[src/rtl/oc8051_indi_pkg.sv]
// Shared definitions for the 8051 indirect-access (@Ri) sequencer.
//   op_e      : operation codes as presented on the op port
//   state_e   : sequencer states
//   xchd_merge: nibble merge used by XCHD (high nibble of one byte,
//               low nibble of another)
package oc8051_indi_pkg;

  typedef enum logic [1:0] {
    OP_RD   = 2'b00,
    OP_WR   = 2'b01,
    OP_XCH  = 2'b10,
    OP_XCHD = 2'b11
  } op_e;

  typedef enum logic [2:0] {
    ST_IDLE  = 3'd0,
    ST_ISSUE = 3'd1,
    ST_CAPT  = 3'd2,
    ST_WB    = 3'd3,
    ST_FIN   = 3'd4
  } state_e;

  function automatic logic [7:0] xchd_merge(input logic [7:0] hi_src,
                                            input logic [7:0] lo_src);
    return {hi_src[7:4], lo_src[3:0]};
  endfunction

endpackage

[src/rtl/oc8051_indi_acc.sv]
// Indirect-access sequencer: performs MOV A,@Ri / MOV @Ri,x / XCH / XCHD
// against the synchronous internal RAM, forwarding same-address writes
// from other RAM masters into the captured read value.
//
// Ports:
//   clk, rst            clock, synchronous active-high reset
//   req, op, ri, acc_in request, operation, pointer, source data
//   busy, done          busy in ISSUE/CAPT/WB, one-cycle done in FIN
//   rd_data             result toward the accumulator
//   ram_rd_*            RAM read port (data valid the cycle after rd_en)
//   ram_wr_*            RAM write port
//   ext_wr*             snoop of writes by other RAM masters
//
// state | meaning
// IDLE  | waiting for req
// ISSUE | read strobe (rd/xch/xchd) or write strobe (write)
// CAPT  | RAM data (or snooped data) captured into mem
// WB    | write-back for xch/xchd, result to rd_data
// FIN   | done pulse; a new req may be accepted here
module oc8051_indi_acc
  import oc8051_indi_pkg::*;
#(
  parameter bit FWD_EN = 1'b1
) (
  input  logic       clk,
  input  logic       rst,
  input  logic       req,
  input  logic [1:0] op,
  input  logic [7:0] ri,
  input  logic [7:0] acc_in,
  output logic       busy,
  output logic       done,
  output logic [7:0] rd_data,
  output logic       ram_rd_en,
  output logic [7:0] ram_rd_addr,
  input  logic [7:0] ram_rd_data,
  output logic       ram_wr_en,
  output logic [7:0] ram_wr_addr,
  output logic [7:0] ram_wr_data,
  input  logic       ext_wr,
  input  logic [7:0] ext_wr_addr,
  input  logic [7:0] ext_wr_data
);

  state_e     state_q, state_d;
  op_e        op_q, op_d;
  logic [7:0] addr_q, addr_d;
  logic [7:0] acc_q, acc_d;
  logic [7:0] mem_q, mem_d;
  logic [7:0] rd_data_q, rd_data_d;
  logic       fwd_hit_q, fwd_hit_d;
  logic [7:0] fwd_data_q, fwd_data_d;
  logic       snoop_hit;
  logic       accept;

  assign snoop_hit = FWD_EN && ext_wr && (ext_wr_addr == addr_q);
  assign accept    = req && ((state_q == ST_IDLE) || (state_q == ST_FIN));

  always_comb begin
    state_d    = state_q;
    op_d       = op_q;
    addr_d     = addr_q;
    acc_d      = acc_q;
    mem_d      = mem_q;
    rd_data_d  = rd_data_q;
    fwd_hit_d  = fwd_hit_q;
    fwd_data_d = fwd_data_q;
    busy       = 1'b0;
    done       = 1'b0;
    ram_rd_en  = 1'b0;
    ram_wr_en  = 1'b0;

    if (accept) begin
      addr_d    = ri;
      op_d      = op_e'(op);
      acc_d     = acc_in;
      fwd_hit_d = 1'b0;
    end

    unique case (state_q)
      ST_IDLE: begin
        if (accept) state_d = ST_ISSUE;
      end
      ST_ISSUE: begin
        busy = 1'b1;
        // A snoop hit here lands in RAM in the same cycle as our read, so
        // the RAM returns the old value; remember the new one.
        if (snoop_hit) begin
          fwd_hit_d  = 1'b1;
          fwd_data_d = ext_wr_data;
        end
        if (op_q == OP_WR) begin
          ram_wr_en = 1'b1;
          state_d   = ST_FIN;
        end else begin
          ram_rd_en = 1'b1;
          state_d   = ST_CAPT;
        end
      end
      ST_CAPT: begin
        busy = 1'b1;
        // Youngest write wins: CAPT-cycle snoop over ISSUE-cycle snoop.
        if (snoop_hit)      mem_d = ext_wr_data;
        else if (fwd_hit_q) mem_d = fwd_data_q;
        else                mem_d = ram_rd_data;
        if (op_q == OP_RD) begin
          rd_data_d = mem_d;
          state_d   = ST_FIN;
        end else begin
          state_d = ST_WB;
        end
      end
      ST_WB: begin
        busy      = 1'b1;
        ram_wr_en = 1'b1;
        rd_data_d = (op_q == OP_XCHD) ? xchd_merge(acc_q, mem_q) : mem_q;
        state_d   = ST_FIN;
      end
      ST_FIN: begin
        done    = 1'b1;
        state_d = accept ? ST_ISSUE : ST_IDLE;
      end
      default: state_d = ST_IDLE;
    endcase
  end

  // Address/data outputs come straight from held registers so they keep
  // their last value while idle.
  assign ram_rd_addr = addr_q;
  assign ram_wr_addr = addr_q;
  assign ram_wr_data = (op_q == OP_XCHD) ? xchd_merge(mem_q, acc_q) : acc_q;
  assign rd_data     = rd_data_q;

  always_ff @(posedge clk) begin
    if (rst) begin
      state_q    <= ST_IDLE;
      op_q       <= OP_RD;
      addr_q     <= 8'h00;
      acc_q      <= 8'h00;
      mem_q      <= 8'h00;
      rd_data_q  <= 8'h00;
      fwd_hit_q  <= 1'b0;
      fwd_data_q <= 8'h00;
    end else begin
      state_q    <= state_d;
      op_q       <= op_d;
      addr_q     <= addr_d;
      acc_q      <= acc_d;
      mem_q      <= mem_d;
      rd_data_q  <= rd_data_d;
      fwd_hit_q  <= fwd_hit_d;
      fwd_data_q <= fwd_data_d;
    end
  end

endmodule

[config.mk]
export PLATFORM = sky130hd
export DESIGN_NAME = oc8051_indi_acc
export DESIGN_NICKNAME = d
export VERILOG_FILES = /design/src/rtl/oc8051_indi_pkg.sv /design/src/rtl/oc8051_indi_acc.sv
export SDC_FILE = /design/constraint.sdc
export NUM_CORES = 1
export LEC_CHECK = 0
export CORE_ASPECT_RATIO = 1.25
export CORE_MARGIN = 2
export CORE_UTILIZATION = 35
export CTS_CLUSTER_SIZE = 24
export DETAILED_ROUTE_END_ITERATION = 16
export GPL_ROUTABILITY_DRIVEN = 0
export SLEW_MARGIN = 40
export SYNTH_ARGS = -nofsm -noshare
export SYNTH_HDL_FRONTEND = slang
export SYNTH_SLANG_ARGS = --single-unit
[constraint.sdc]
create_clock -name clk -period 2.3 [get_ports clk]
set_input_delay 0.23 -clock clk [delete_from_list [all_inputs] [get_ports clk]]
set_output_delay 0.23 -clock clk [all_outputs]
set_load 0.1 [all_outputs]
### After elaboration in Yosys (flattened, before gate mapping)

Index checks and enable logic that the tools add are counted.

* word-level logic and storage cells: 46
* output and inout bits: 36
* register bits: 46

* mux-type cells: 20
* reduce and logical (&&, ||, !) cells: 9
* equality and inequality tests: 9

Operators by type and width (number)
* $mux W8: 5
* $pmux W8 S2: 1
* $pmux W3 S5: 1
* $mux W1: 9
* $mux W3: 3
* $eq A8 B8 Y1: 1
* $eq A3 B2 Y1 const B: 2
* $ne A2 B2 Y1 const B: 2
* $reduce_and A2 Y1: 2
* $eq A3 B1 Y1 const B: 1
* $eq A3 B3 Y1 const B: 1
* $logic_not A3 Y1: 1
* $reduce_or A3 Y1: 1
* $eq A2 B1 Y1 const B: 1
* $eq A2 B2 Y1 const B: 1
* $logic_and A1 B1 Y1: 2
* $logic_not A2 Y1: 1
* $pmux W1 S2: 1
* $reduce_bool A2 Y1: 1
* $logic_or A1 B1 Y1: 1

### Longest topological paths before layout

Gate-level depths: netlist (run 1).

* word-level depth: 6
* depth in mapped cells: 7

### Worst setup path before layout (run 1)

No wires, ideal clock.

* kind: flip-flop to output port
* start: reg state_q[0]
* end: out ram_rd_en
* path slack: -0.040 ns
* data arrival time: 2.110 ns
* data required time: 2.070 ns
* cell stages (with the launch flop): 4
* cell sequence: dfxtp_1 > inv_2 > or3_4 > nor2_1

* longest elaborated chain between the ends: 2

Ends and longest elaborated chain
* start: declaration: line oc8051_indi_acc.sv:45 `state_e state_q, state_d;`
* start signal: assignment: line oc8051_indi_acc.sv:145 `state_q <= state_d;`
* $eq A3 B1 Y1: line oc8051_indi_acc.sv:80 `unique case (state_q)`
* $mux W1: line oc8051_indi_acc.sv:80
* end: declaration: line oc8051_indi_acc.sv:34 `output logic ram_rd_en,`

No other way between the ends.

### Final worst setup path (run 1)

* start: reg state_q[0]
* end: reg fwd_data_q[1]

* longest elaborated chain between the ends: 2

Ends and longest elaborated chain
* $eq A3 B1 Y1: line oc8051_indi_acc.sv:80
* $reduce_and A2 Y1 (no line)
* end signal: assignment: line oc8051_indi_acc.sv:152 `fwd_data_q <= fwd_data_d;`
* end: declaration: line oc8051_indi_acc.sv:52 `logic [7:0] fwd_data_q, fwd_data_d;`

No other way between the ends.
A chain may end at the register's enable or synchronous reset.

==> impl_metrics.tcl, run 1 <==
set metrics [dict create \
    status "completed" \
    fmax_mhz 533 \
    ys_seq_elements 46 \
    whs_endpoint "fwd_data_q[1]$_SDFFE_PP0P_" \
    synth_top_cell_by_area "dfxtp_1" \
    rsz0062_at_grt "no" \
    fin_crit_sh_pct 81.5 \
    post_drt_wl_per_cell_um 14.9 \
    synthArstFlopShare_pct 0 \
    cp_slowest_cell "dfxtp_1" \
    total_power_uw 1990 \
    hold_class "input port to flip-flop" \
    firstDrtPassIters 4 \
    wirelength_mm 6.41 \
    synth_area_leaders "dfxtp_1, nand2_1, mux2i_1, a21oi_1, buf_4" \
    crit_fanout 9 \
    ir_drop_mv 0.300 \
    drive_gt1_share_pct 18.3 \
    initial_core_util_pct 36.2 \
    port_buffers 81 \
    end_kind "flip-flop" \
    syn_nets 325 \
    crit_chain "inv_2, or3_4, nor4_2, buf_4, mux2i_1, nor2_1" \
    synth_top_area_share_pct 38.8 \
    max_stage_delay_ns 0.44 \
    syn-cell-area_um2 2380 \
    reg2reg_to "fwd_data_q[1]$_SDFFE_PP0P_" \
    start_kind "flip-flop" \
    worstRegToRegCells 6 \
    cts_resized 0 \
    period_minus_slack_ns 1.88 \
    grt_max_degree 56 \
    grt_pass1_wl_mm 9.96 \
    h-tree-depth 2 \
    p_leak_uw 0.00121 \
    tritoncts "yes" \
    finalSetupViolations 0 \
    antenna_found_initial 0 \
    die-area_um2 7470 \
    grt-busiest-layer "met2" \
    ys_types 32 \
    synth.avg_cell_area_um2 8.52 \
    setup_tns_ns 0 \
    setup_slack_ns 0.425 \
    critPathKind "flip-flop to flip-flop" \
    fin_skew_ns 0.00904 \
    grt_pass1_vias 2002 \
    cts_max_path_buffers 2 \
    rows 33 \
    final_hold_viol_count 0 \
    post-place-ws_ns 0.361 \
    power_density_nw_per_um2 608 \
    finalNetCount 389 \
    hpwlAfterDp_mm 4.57 \
    stdcell_count 431 \
    clock_latency_ns 0.31 \
    diodes 0 \
    grt-ovfl-total 0 \
    drt_iter0_markers 102 \
    ys_seq_area_share_pct 38.8 \
    drv_slew 0 \
    worst_slew_pin_slew_ns 0.680 \
    n_fill_cell 680 \
    multiInputGateArea_um2 1290 \
    cts_num_sinks 46 \
    core_um2 6570 \
    numCtsBuffers 5 \
    vias 2193 \
    die_x_um 77.7 \
    drc 0 \
    syn2layout_area_growth_pct 37.8 \
    reg2reg_from "state_q[0]$_SDFFE_PP0P_" \
    antenna_left 0 \
    die_h_um 96.1 \
    cp.required_ns 2.50 \
    maxCapViolCount 0 \
    slew_headroom_pct 54.6 \
    ios 82 \
    ys.flop_type "dfxtp_1" \
    ys.warnings.count 0 \
    dp.cells 423 \
    use_met1_pct 21.9 \
    cp.arrival_ns 2.07 \
    clk_pin_slew_ns 0.09 \
    viasPerCell 5.09 \
    postCtsHoldBufs 0 \
    cp_top_family "simple AND/OR/NAND/NOR gates" \
    cts_root_buffer "clkbuf_8" \
    met2_usage_pct 29.2 \
    crit_buf_inv 2 \
    netlist_instances 279 \
    hold_depth 2 \
    reg2reg_slack_ns 0.42 \
    synth-edff-count 0 \
    grt_use_total_pct 17.2 \
    post-cts-setup-buffer-count 0 \
    seqCellArea_um2 921 \
    min_from "rst" \
    use_met3_pct 3.56 \
]
[state kept, by name, summed over array words and instances (netlist names)]
signal       cells
acc_q            8
fwd_data_q       8
fwd_hit_q        1
mem_q            8
op_q             2
ram_rd_addr      8
rd_data          8
state_q          3
[layout by cell type, fill, tap and decap left out, drive strengths merged, types with 2 or more instances in the layout]
cell type	n
nand4b	4
buf	43
and2	3
mux2	8
mux2i	17
a22oi	4
or4	4
o211ai	4
nor4bb	4
nand3	2
nor3b	8
a221o	8
and3	4
xnor2	8
nor3	4
clkbuf	7
o21ai	6
nor2b	11
nor2	20
a21oi	20
nand2	46
dfxtp	46
nor4	9
clkdlybuf4s50	44
a211oi	5
[logic make-up after synthesis]
kind of cell	Yosys count	synth area share [%]
compound gates	48	13.3
xor+xnor	8	2.95
buf+inv	31	7.32
flops	46	38.8
mux	25	11.0
simple gates	121	26.8
[through the flow]
| step | util (%) | hold WS (ns) | area, µm² |
|---|---|---|---|
| after global routing | 49.9 | 0.306 | 3270 |
| final | 49.9 | 0.275 | 3270 |
| after detailed placement | 48.5 | 0.449 | 3180 |
| after floorplan | - | 0.366 | 2380 |
| after global placement | 48.5 | 0.444 | 3180 |
| after CTS | 49.9 | 0.281 | 3270 |
[layout make-up]
cell class / count / share of cell area, %
multi-input cells: 202 / 39.4
well taps: 87 / 3.32
flip-flops and latches: 46 / 28.1
clock inverters: 1 / 0.153
inverters: 1 / 0.115
repair buffers: 87 / 26.3
clock buffers: 7 / 2.64
[Yosys cell counts, drive strengths merged, types with 6 or more instances]
master	count
a21oi	20
xnor2	8
o21ai	6
nor2b	11
clkbuf	12
nor2	20
a221o	8
buf	18
mux2i	17
nor3b	8
dfxtp	46
nand2	46
nor4	9
mux2	8
[worst max path at each step]
stage	startpoint	endpoint	slack, ns	cells past startpoint
after floorplan	ram_rd_addr[0]$_SDFFE_PP0P_	rd_data[4]$_SDFFE_PP0P_	0.02	7
after global placement	ext_wr_addr[4]	mem_q[5]$_SDFFE_PP0N_	0.39	7
after detailed placement	ext_wr_addr[1]	mem_q[0]$_SDFFE_PP0N_	0.36	7
after CTS	state_q[0]$_SDFFE_PP0P_	fwd_data_q[1]$_SDFFE_PP0P_	0.39	6
after global routing	state_q[0]$_SDFFE_PP0P_	fwd_data_q[6]$_SDFFE_PP0P_	0.27	6
final	state_q[0]$_SDFFE_PP0P_	fwd_data_q[1]$_SDFFE_PP0P_	0.42	6
[layer usage]
layer / vias up / part of all wire, %
met5: - / 0
met4: 0 / 1.1
met3: 6 / 5.5
met2: 62 / 47
met1: 1014 / 47
li1: 1111 / -
[report_power, final]
part / leakage, µW / switching, µW / internal [µW]
clock network: 0.0000482 / 280 / 243
logic: 0.000786 / 409 / 200
registers: 0.000374 / 29.7 / 830
(Power assumes the default switching activity.)
==> run 2, diff against run 1 <==
Settings changed: PLACE_DENSITY from default to 0.67.
Clock period 2.3 ns to 1.65 ns, I/O delays scaled along.
==> run 2 against run 1 <==
The run now ends with negative setup slack left. Via count up 5.8%. Global-route usage grew 1.1 points. Utilization up 10 points. Critical path depth is the same. Final cell count up 5.8%. Worst setup slack lost 0.47 ns. Design area up 20%. Highest routed layer unchanged.
==> impl_metrics.tcl, run 2 (synthesized netlist as in run 1, its figures left out) <==
set metrics [dict create \
    grt_pass1_vias 2245 \
    p_switching_uw 1020 \
    intPower_uw 1870 \
    use_met3_pct 3.10 \
    most-common-layout-cells "clkdlybuf4s50_1, nand2_1, dfxtp_1, buf_12, buf_4" \
    vias 2320 \
    crit_fanout 5 \
    drv_slew 0 \
    fin_skew_ns 0.0126 \
    total_power_uw 2890 \
    antenna_left 0 \
    setup_slack_ns -0.0448 \
    drt_iter0_markers 99 \
    use_met1_pct 21.8 \
    port_buffers 81 \
    tritoncts "yes" \
    maxCapViolCount 0 \
    firstDrtPassIters 4 \
    finalSetupViolations 8 \
    clk_pin_slew_ns 0.09 \
    met2_usage_pct 33.6 \
    power_density_nw_per_um2 733 \
    hold_depth 2 \
    setup_tns_ns -0.202 \
    cts_num_sinks 46 \
    fmax_mhz 590 \
    p_comb_share_pct 35.9 \
    worst_slew_pin_slew_ns 0.341 \
    worstRegToRegCells 6 \
    cp.required_ns 1.83 \
    postLayoutCoreUtil_pct 60.0 \
    diodes 0 \
    critPathKind "flip-flop to flip-flop" \
    n_fill_cell 552 \
    final_hold_viol_count 0 \
    syn2layout_area_growth_pct 65.9 \
    grt_pass1_wl_mm 10.9 \
    die-area_um2 7470 \
    wirelength_mm 6.79 \
    rsz0062_at_grt "yes" \
    viasPerCell 5.09 \
    grt-busiest-layer "met2" \
    status "finished, violations left" \
    core_um2 6570 \
    numCtsBuffers 5 \
    slew_headroom_pct 77.0 \
    h-tree-depth 2 \
    grt-ovfl-total 0 \
    grt_max_degree 37 \
    antenna_found_initial 0 \
    p_leak_uw 0.00148 \
    period_minus_slack_ns 1.69 \
    fin_area_um2 3940 \
    end_kind "flip-flop" \
    ios 82 \
    drive_gt1_share_pct 31.2 \
    violations "negative setup slack" \
    ir_drop_mv 0.440 \
    cts_root_buffer "clkbuf_8" \
    hpwlAfterDp_mm 4.89 \
    clock_latency_ns 0.30 \
    die_h_um 96.1 \
    hold_class "input port to flip-flop" \
    p_seq_share_pct 41.4 \
    sw_frac_of_total_pct 35.3 \
    postCtsHoldBufs 0 \
    grt_use_total_pct 18.4 \
    cts_max_path_buffers 2 \
    rows 33 \
    mostFrequentLayoutCell "clkdlybuf4s50_1" \
    dpl-instance-area_um2 3690 \
    p_clk_share_pct 22.7 \
    finalNetCount 414 \
    initial_core_util_pct 36.2 \
    die_x_um 77.7 \
    drc 0 \
    post_drt_wl_per_cell_um 14.9 \
    cp.arrival_ns 1.88 \
    start_kind "flip-flop" \
    fin_crit_sh_pct 103 \
]
[run 2: changes by cell type in the layout (fill, tap and decap cells not counted), moves of 2 or more]
cell	previous run	this run
buf_12	8	34
dfxtp_1	46	34
dfxtp_4	0	8
buf_4	34	29
xnor2_1	8	3
xnor2_2	0	5
dfxtp_2	0	4
nand2_1	46	42
nand2_2	0	4
buf_6	0	3
a211oi_1	5	3
a211oi_2	0	2
nor2_1	19	17
nor2_4	0	2
[run 2: what timing repair did]
action / 4_1_cts / 5_1_grt
gates resized for setup: 9 / 17
endpoints found under the setup margin: 14 / 31
cloned: 1 / 1
setup buffers: 3 / 2
pin swaps: 5 / 12
[run 2: critical path: stages, from the launching register on]
cell     delay [ns]
dfxtp_2        0.34
inv_2          0.03
or3_4          0.39
nor4_4         0.37
buf_6          0.20
mux2i_1        0.19
nor2_1         0.05
[run 2: cell type report]
cell class | instances | area, µm² | area share (%)
Inverter | 1 | 3.75 | 0.0952
Multi-Input combinational cell | 202 | 1390 | 35.1
Sequential cell | 46 | 956 | 24.3
Timing Repair Buffer | 112 | 1410 | 35.7
Tap cell | 87 | 109 | 2.76
Clock buffer | 6 | 72.6 | 1.84
Clock inverter | 2 | 10.0 | 0.254
[run 2: metal layers]
metal | up-vias | wire, µm
li1 | 1160 | -
met1 | 1089 | 2930
met2 | 67 | 3490
met3 | 4 | 278
met4 | 0 | 89
met5 | - | 0
[run 2: per-stage QoR]
stage	hold WS, ns	setup slack, ns	instances
after global placement	0.445	-0.183	441
after global routing	0.238	-0.111	456
after floorplan	0.291	-0.0435	279
after detailed placement	0.449	-0.195	441
final	0.206	-0.0448	456
after CTS	0.196	-0.0696	453
[run 2: final timing paths]
path / start / end / slack, ns
hold reg to reg: acc_q[2]$_SDFFE_PP0P_ / acc_q[2]$_SDFFE_PP0P_ / 0.46
setup reg to reg: state_q[0]$_SDFFE_PP0P_ / fwd_data_q[6]$_SDFFE_PP0P_ / -0.04
setup / recovery: state_q[0]$_SDFFE_PP0P_ / fwd_data_q[6]$_SDFFE_PP0P_ / -0.04
hold / removal: rst / fwd_data_q[1]$_SDFFE_PP0P_ / 0.21
[run 2: power groups by stage]
| stage | logic (µW) | clock network, µW | registers (µW) |
|---|---|---|---|
| 2_1_floorplan | 468 | 0 | 1350 |
| 3_3_place_gp | 991 | 0 | 1220 |
| 5_1_grt | 1080 | 732 | 1210 |
| 3_5_place_dp | 999 | 0 | 1220 |
| 6_report | 1040 | 656 | 1200 |
| 4_1_cts | 1020 | 692 | 1190 |
==> run 3, diff against run 2 <==
Settings changed: CORE_UTILIZATION 35 to 30, PLACE_DENSITY 0.67 to default.
Clock period 1.65 ns to 2.2 ns, I/O delays scaled along.
==> run 3 against run 2 <==
Sequential share of layout area increased by 3.8 points. Largest power group unchanged. Utilization is 17 points lower. Design area fell by 16%. Critical endpoint is now fwd_data_q[1]$_SDFFE_PP0P_. Worst setup slack improved by 0.36 ns. Global-route usage down 3.8 points. The flow now finishes without violations.
==> impl_metrics.tcl, run 3 (synthesized netlist as in run 1, its figures left out) <==
set metrics [dict create \
    mostFrequentLayoutCell "nand2_1" \
    grt_pass1_wl_mm 10.2 \
    cts_resized 0 \
    diodes 0 \
    maxCapViolCount 0 \
    reg2reg_slack_ns 0.31 \
    worst_slew_pin_slew_ns 0.682 \
    hold_slack_ns 0.362 \
    port_buffers 81 \
    grt_pass1_vias 2058 \
    viasPerCell 4.96 \
    critPathKind "flip-flop to flip-flop" \
    grt-ovfl-total 0 \
    firstDrtPassIters 4 \
    drive_gt1_share_pct 20.7 \
    die_h_um 104 \
    setup_tns_ns 0 \
    ios 82 \
    postLayoutCoreUtil_pct 42.8 \
    die-area_um2 8650 \
    clk_pin_slew_ns 0.09 \
    slew_headroom_pct 54.4 \
    cp.required_ns 2.40 \
    ir_drop_mv 0.330 \
    hold_class "input port to flip-flop" \
    finalSetupViolations 0 \
    grt_use_total_pct 14.5 \
    clock_latency_ns 0.30 \
    drt_iter0_markers 115 \
    most-common-layout-cells "nand2_1, clkdlybuf4s50_1, dfxtp_1" \
    post-cts-setup-buffer-count 0 \
    h-tree-depth 2 \
    period_minus_slack_ns 1.89 \
    antenna_left 0 \
    cts_root_buffer "clkbuf_8" \
    numCtsBuffers 5 \
    fin_skew_ns 0.00772 \
    post_drt_wl_per_cell_um 14.6 \
    start_kind "flip-flop" \
    initial_core_util_pct 30.7 \
    antenna_found_initial 0 \
    wirelength_mm 6.38 \
    drv_slew 0 \
    crit_fanout 9 \
    syn2layout_area_growth_pct 39.5 \
    status "completed" \
    postCtsHoldBufs 0 \
    cp.arrival_ns 2.08 \
    cts_max_path_buffers 2 \
    die_x_um 83.6 \
    finalNetCount 389 \
    rsz0062_at_grt "no" \
    hpwlAfterDp_mm 4.46 \
    vias 2172 \
    final_hold_viol_count 0 \
    fin_crit_sh_pct 85.8 \
    end_kind "flip-flop" \
    p_leak_uw 0.00122 \
    core_um2 7750 \
    stdcell_count 438 \
    drc 0 \
    dp.cells 431 \
    cts_num_sinks 46 \
    tritoncts "yes" \
    power_density_nw_per_um2 661 \
    grt_max_degree 68 \
    fmax_mhz 530 \
    rows 36 \
]
run 3: final cells by class:
cell class                 instances  area [µm²]
clock buffer                       6        82.6
clock inverter                     1        30.0
fill                             801        4430
inverter                           1        3.75
multi-input combinational        202        1290
sequential                        46         931
tap                               95         119
timing repair buffer              87         861
run 3: power by group:
part | internal [µW] | switching, µW | leakage [µW]
Clock | 364 | 290 | 0.0000573
Combinational | 209 | 425 | 0.000786
Sequential | 870 | 32.9 | 0.000377
Total | 1440 | 748 | 0.00122
run 3: path summary, 6_finish.rpt:
check	from	endpoint	depth (start not counted)
setup / recovery	state_q[0]$_SDFFE_PP0P_	fwd_data_q[1]$_SDFFE_PP0P_	6
hold / removal	rst	rd_data[1]$_SDFFE_PP0P_	4
setup reg to reg	state_q[0]$_SDFFE_PP0P_	fwd_data_q[1]$_SDFFE_PP0P_	6
hold reg to reg	acc_q[0]$_SDFFE_PP0P_	acc_q[0]$_SDFFE_PP0P_	2
run 3: worst max-delay path: stages, from the launching register on:
cell and delay (ns):
dfxtp_1 0.44, inv_2 0.11, or3_4 0.43, nor4_2 0.28, buf_4 0.26, mux2i_1 0.22, nor2_1 0.05
run 3: per-layer routing:
| metal | up-vias | track usage (%) | share of wire [%] |
|---|---|---|---|
| met1 | 1007 | 19.0 | 46 |
| met5 | - | 0 | 0 |
| li1 | 1106 | - | - |
| met3 | 7 | 1.91 | 4.5 |
| met2 | 52 | 23.6 | 48 |
| met4 | 0 | 6.80 | 1.6 |
run 3: per-stage QoR:
stage	total power [µW]	setup WS (ns)	area, µm²
4_1_cts	2220	0.307	3320
5_1_grt	2280	0.0766	3320
6_report	2190	0.313	3320
2_1_floorplan	1360	0.0178	2390
3_3_place_gp	1550	0.299	3200
3_5_place_dp	1560	0.272	3200
